### src/rtl/mdu_iter.sv
`default_nettype none
// ============================================================================
// mdu_iter : iterative RV32M multiply/divide unit (shift-add / restoring div)
// Rev 1.0
// ============================================================================
module mdu_iter #(
   parameter int XLEN = 32
) (
   input  logic            i_clk,
   input  logic            i_rst,
   input  logic            i_valid,
   output logic            o_ready,
   input  logic [2:0]      i_op,
   input  logic [XLEN-1:0] i_op1,
   input  logic [XLEN-1:0] i_op2,
   output logic            o_valid,
   output logic [XLEN-1:0] o_result,
   output logic            o_busy
);

   localparam int CW = $clog2(XLEN) + 1;

   localparam logic [1:0] ST_IDLE = 2'd0;
   localparam logic [1:0] ST_CALC = 2'd1;
   localparam logic [1:0] ST_DONE = 2'd2;

   localparam logic [2:0] OP_MUL    = 3'd0;
   localparam logic [2:0] OP_MULH   = 3'd1;
   localparam logic [2:0] OP_MULHSU = 3'd2;
   localparam logic [2:0] OP_MULHU  = 3'd3;
   localparam logic [2:0] OP_DIV    = 3'd4;
   localparam logic [2:0] OP_DIVU   = 3'd5;
   localparam logic [2:0] OP_REM    = 3'd6;
   localparam logic [2:0] OP_REMU   = 3'd7;

   logic [1:0]        state_q, state_d;
   logic [CW-1:0]     cnt_q, cnt_d;
   logic [2:0]        op_q, op_d;
   logic              s1_q, s1_d;
   logic              s2_q, s2_d;
   logic [2*XLEN-1:0] acc_q, acc_d;
   logic [2*XLEN-1:0] a_q, a_d;
   logic [XLEN-1:0]   b_q, b_d;
   logic [XLEN-1:0]   result_q, result_d;
   logic              valid_q, valid_d;

   logic              w_sgn1, w_sgn2;
   logic [XLEN-1:0]   w_mag1, w_mag2;
   logic [XLEN:0]     w_rem_sh;
   logic              w_qbit;
   logic [2*XLEN-1:0] w_prod;
   logic [XLEN-1:0]   w_quot, w_rem;

   always_comb begin
      w_sgn1 = 1'b0;
      w_sgn2 = 1'b0;
      case (i_op)
         OP_MULH, OP_DIV, OP_REM: begin
            w_sgn1 = i_op1[XLEN-1];
            w_sgn2 = i_op2[XLEN-1];
         end
         OP_MULHSU: w_sgn1 = i_op1[XLEN-1];
         default: ;
      endcase
      // Negating 0x80000000 yields 0x80000000, which is the correct unsigned magnitude.
      w_mag1 = w_sgn1 ? (~i_op1 + 1'b1) : i_op1;
      w_mag2 = w_sgn2 ? (~i_op2 + 1'b1) : i_op2;
   end

   always_comb begin
      w_rem_sh = {acc_q[XLEN-1:0], a_q[XLEN-1]};
      w_qbit   = (w_rem_sh >= {1'b0, b_q});
      w_prod   = (s1_q ^ s2_q) ? (~acc_q + 1'b1) : acc_q;
      w_quot   = a_q[XLEN-1:0];
      w_rem    = acc_q[XLEN-1:0];
   end

   always_comb begin
      state_d  = state_q;
      cnt_d    = cnt_q;
      op_d     = op_q;
      s1_d     = s1_q;
      s2_d     = s2_q;
      acc_d    = acc_q;
      a_d      = a_q;
      b_d      = b_q;
      result_d = result_q;
      valid_d  = 1'b0;

      case (state_q)
         ST_IDLE: begin
            if (i_valid) begin
               state_d = ST_CALC;
               cnt_d   = '0;
               op_d    = i_op;
               s1_d    = w_sgn1;
               s2_d    = w_sgn2;
               acc_d   = '0;
               a_d     = {{XLEN{1'b0}}, w_mag1};
               b_d     = w_mag2;
            end
         end

         ST_CALC: begin
            if (cnt_q == CW'(XLEN)) begin
               state_d = ST_DONE;
               valid_d = 1'b1;
               case (op_q)
                  OP_MUL:                      result_d = w_prod[XLEN-1:0];
                  OP_MULH, OP_MULHSU, OP_MULHU: result_d = w_prod[2*XLEN-1:XLEN];
                  OP_DIV:  result_d = (b_q == '0) ? {XLEN{1'b1}}
                                    : ((s1_q ^ s2_q) ? (~w_quot + 1'b1) : w_quot);
                  OP_DIVU: result_d = (b_q == '0) ? {XLEN{1'b1}} : w_quot;
                  // Zero divisor leaves |op1| in the remainder, so re-signing restores op1.
                  OP_REM:  result_d = s1_q ? (~w_rem + 1'b1) : w_rem;
                  default: result_d = w_rem;
               endcase
            end else begin
               cnt_d = cnt_q + 1'b1;
               if (op_q[2]) begin
                  acc_d = {{(XLEN-1){1'b0}}, (w_qbit ? (w_rem_sh - {1'b0, b_q}) : w_rem_sh)};
                  a_d   = {{XLEN{1'b0}}, a_q[XLEN-2:0], w_qbit};
               end else begin
                  if (b_q[0]) begin
                     acc_d = acc_q + a_q;
                  end
                  a_d = {a_q[2*XLEN-2:0], 1'b0};
                  b_d = {1'b0, b_q[XLEN-1:1]};
               end
            end
         end

         ST_DONE: state_d = ST_IDLE;

         default: state_d = ST_IDLE;
      endcase
   end

   always_ff @(posedge i_clk) begin
      if (!i_rst) begin
         state_q  <= ST_IDLE;
         cnt_q    <= '0;
         op_q     <= '0;
         s1_q     <= 1'b0;
         s2_q     <= 1'b0;
         acc_q    <= '0;
         a_q      <= '0;
         b_q      <= '0;
         result_q <= '0;
         valid_q  <= 1'b0;
      end else begin
         state_q  <= state_d;
         cnt_q    <= cnt_d;
         op_q     <= op_d;
         s1_q     <= s1_d;
         s2_q     <= s2_d;
         acc_q    <= acc_d;
         a_q      <= a_d;
         b_q      <= b_d;
         result_q <= result_d;
         valid_q  <= valid_d;
      end
   end

   assign o_ready  = (state_q == ST_IDLE);
   assign o_busy   = (state_q != ST_IDLE);
   assign o_valid  = valid_q;
   assign o_result = result_q;

endmodule
`default_nettype wire

### config.mk
export PLATFORM = sky130hd
export DESIGN_NAME = mdu_iter
export DESIGN_NICKNAME = d
export VERILOG_FILES = /design/src/rtl/mdu_iter.sv
export SDC_FILE = /design/constraint.sdc
export NUM_CORES = 1
export LEC_CHECK = 0
export ABC_CLOCK_PERIOD_IN_PS = 5000
export BUFFER_PORTS_ARGS = -buffer_cell sky130_fd_sc_hd__clkbuf_2
export CAP_MARGIN = 20
export CORE_MARGIN = 3
export CORE_UTILIZATION = 50
export DETAILED_ROUTE_END_ITERATION = 8
export PLACE_DENSITY_LB_ADDON = 0.05
export SLEW_MARGIN = 10
export SYNTH_ARGS = -nofsm -noshare
export SYNTH_HDL_FRONTEND = slang
export SYNTH_SLANG_ARGS = --single-unit
### constraint.sdc
create_clock -name i_clk -period 5 [get_ports i_clk]
set_input_delay 0 -clock i_clk [delete_from_list [all_inputs] [get_ports i_clk]]
set_output_delay 0 -clock i_clk [all_outputs]
set_load 0.005 [all_outputs]
==> impl_metrics.env <==
export IMPL_status="completed"
export IMPL_area_growth_pct=13.54
export IMPL_cts_sinks=206
export IMPL_rsz0062_at_grt="false"
export IMPL_cp_arrival_ns=4.63
export IMPL_hpwl_um=55550
export IMPL_core_area_um2=36700
export IMPL_antenna_found_initial=1
export IMPL_synth_seq_area_share=0.2210
export IMPL_placementRows=70
export IMPL_fin_skew_ns=0.01574
export IMPL_grt_start_max_net_pins=101
export IMPL_hold_class="input pin to register"
export IMPL_overflow=0
export IMPL_yosysTopAreaCellShare=0.2210
export IMPL_yosys_top_cells_count="nor2_1 (288), a21oi_1 (253), nand2_1 (237), o21ai_0 (237), dfxtp_1 (206)"
export IMPL_via_per_inst=6.467
export IMPL_drv_slew=0
export IMPL_synth_main_ff_cell="dfxtp_1"
export IMPL_ant_nets=0
export IMPL_ir_worst_vdd_v=0.0002771
export IMPL_leakage_nw=8.896
export IMPL_fin_tns_setup_ns=0
export IMPL_critPathLaunchType="register"
export IMPL_htreeDepth=1
export IMPL_finalHoldViolations=0
export IMPL_cts_resized=0
export IMPL_syn_area_per_cell_um2=7.153
export IMPL_yosysUniqueCellTypes=80
export IMPL_period_needed_ns=4.142
export IMPL_routed_wl_um=72370
export IMPL_drt_iter0_drc=2348
export IMPL_cp_required_ns=5.49
export IMPL_period_share=0.8284
export IMPL_num_antenna_cells=0
export IMPL_io_pins=105
export IMPL_drc=0
export IMPL_gr_usage_all_layers=0.3567
export IMPL_worstMarginPinSlew_ns=1.104
export IMPL_synthTopCellsByArea="dfxtp_1 (22%), a21oi_1 (6.8%), ha_1 (6.8%), xnor2_1 (6.4%), o21ai_0 (6.4%)"
export IMPL_async_flop_share=0
export IMPL_timing_fmax_mhz=241.4
export IMPL_yosysWarnings=0
export IMPL_synth_edf_count=0
export IMPL_chipHeight_um=199.2
export IMPL_synth_area_leader_cell="dfxtp_1"
export IMPL_maxCapViolCount=0
export IMPL_synth_seq_cells=206
export IMPL_grt_pass1_wl_um=111200
export IMPL_synthCells=2609
export IMPL_syn_area_um2=18660
export IMPL_path_clk_slew_ns=0.06
export IMPL_portBuffers=104
export IMPL_clk_insertion_delay_late_ns=0.57
export IMPL_dieArea_um2=39680
export IMPL_die_w_um=199.2
export IMPL_final_cell_count_no_fill=3168
export IMPL_cts_tree="done"
export IMPL_dp_cells=3056
export IMPL_synth_nets=2782
export IMPL_cts_buffers=27
export IMPL_gp_congestion=1.069
export IMPL_synth_most_common_cell="nor2_1"
export IMPL_crit_fanout=22
export IMPL_end_kind="register"
export IMPL_nNetsFinal=2854
export IMPL_firstDrtPassIters=6
export IMPL_setup_viol=0
export IMPL_dr_total_vias=20486
export IMPL_first_global_vias=19006
export IMPL_layout_drive_gt1_share=0.09074
export IMPL_crit_type="register to register"
export IMPL_powerDensity_nw_per_um2=262.1
export IMPL_initial_core_util=0.5085
export IMPL_slew_headroom=0.2631
export IMPL_cts_root_buf="clkbuf_16"
export IMPL_wl_per_cell_um=22.84
export IMPL_clock_path_buffers=3
## state kept, by name, summed over array words and instances (netlist names)
| name | count |
|---|---|
| a_q | 64 |
| b_q | 32 |
| o_valid | 1 |
| cnt_q | 6 |
| acc_q | 64 |
| state_q | 2 |
| s1_q | 1 |
| op_q | 3 |
| s2_q | 1 |
| o_result | 32 |
## critical path, cell delays in order (launching register included)
cell and delay [ns]:
dfxtp_1 0.57, ha_1 0.37, o21ai_0 0.21, a21oi_1 0.09, or2_2 0.30, a41o_1 0.28, o211ai_1 0.39, o21ai_0 0.34
a31oi_4 0.77, buf_4 0.31, mux2i_1 0.20, mux2i_1 0.09, o21ai_0 0.14
## worst paths after layout
kind | endpoint | cells past startpoint | start | slack, ns
setup / recovery | acc_q[0] | 12 | acc_q[3] | 0.86
hold / removal | b_q[10] | 5 | i_op2[10] | 0.03
setup reg to reg | acc_q[0] | 12 | acc_q[3] | 0.86
hold reg to reg | o_result[24] | 2 | o_result[24] | 0.44
## area by class of cell
cell class / instances / area (um2)
clock buffer: 38 / 787.0
clock inverter: 10 / 163.9
fill: 3451 / 15510
inverter: 81 / 304.0
multi-input combinational: 2138 / 13590
sequential: 206 / 4126
tap: 468 / 585.6
timing repair buffer: 227 / 1629
## through the flow
stage                     instance area (um2)  utilization  power, W  hold slack (ns)  worst slack, ns
final                                   21190       0.5774  0.005552          0.02722           0.8580
after CTS                               21190       0.5774  0.005521        0.0003719           0.9572
after global placement                  19590       0.5338  0.003370           0.2730            1.081
after global routing                    21190       0.5774  0.005786          0.06805           0.5835
after floorplan                         18660            -  0.002890           0.1251            1.784
after detailed placement                19600       0.5340  0.003384           0.2725            1.003
## kinds of logic (layout without fill, tap and decap cells)
logic type                 Yosys count  count (layout)  synth area share
xor gates and xnor gates           237             237            0.1112
AOI/OAI and AO/OA                  919             919            0.3140
and+or+nand+nor                    849             849            0.2127
muxes                               30              30           0.01629
buffers and inverters              265             356           0.05484
DFF                                206             206            0.2210
adders and majority gates          103             103           0.06986
## layout by cell type (no fill, tap or decap), types with 15 or more instances in the layout
cell and n:
a22oi_1 24, nor2b_1 17, nand3_1 37, buf_4 57, o211ai_1 19, clkbuf_2 104
a21o_1 56, ha_1 101, inv_1 79, o21ai_0 236, or3_1 31, mux2i_1 27
nor3_1 55, a31oi_1 35, o21bai_1 19, and3_1 17, o31ai_1 29, o21a_1 18
a22o_1 41, a211oi_1 71, clkbuf_16 27, dlygate4sd3_1 64, nor4_1 34, nand2_1 237
nand4_1 40, a311oi_1 15, xor2_1 99, nor2_1 284, dfxtp_1 204, a21oi_1 252
xnor2_1 136, nand2b_1 25
## metal layers
layer	routed length (um)	vias to the layer above	track usage
met2	29770	1099	0.5337
met3	7829	167	0.06542
met4	2826	2	0.1304
li1	-	9674	-
met5	13	-	0
met1	31930	9544	0.5118
## power by group
group / switching [W] / total, W / leakage (nW) / internal [W]
Clock: 0.000808 / 0.00211 / 0.465 / 0.00130
Combinational: 0.00102 / 0.00161 / 6.76 / 0.000594
Sequential: 0.000125 / 0.00183 / 1.67 / 0.00171
## what timing repair did
item / in CTS / in global routing
hold buffers: 64 / 0
setup buffers: 0 / 0
hold endpoints to repair: 70 / 0
Power figures use the tool's default switching activity.
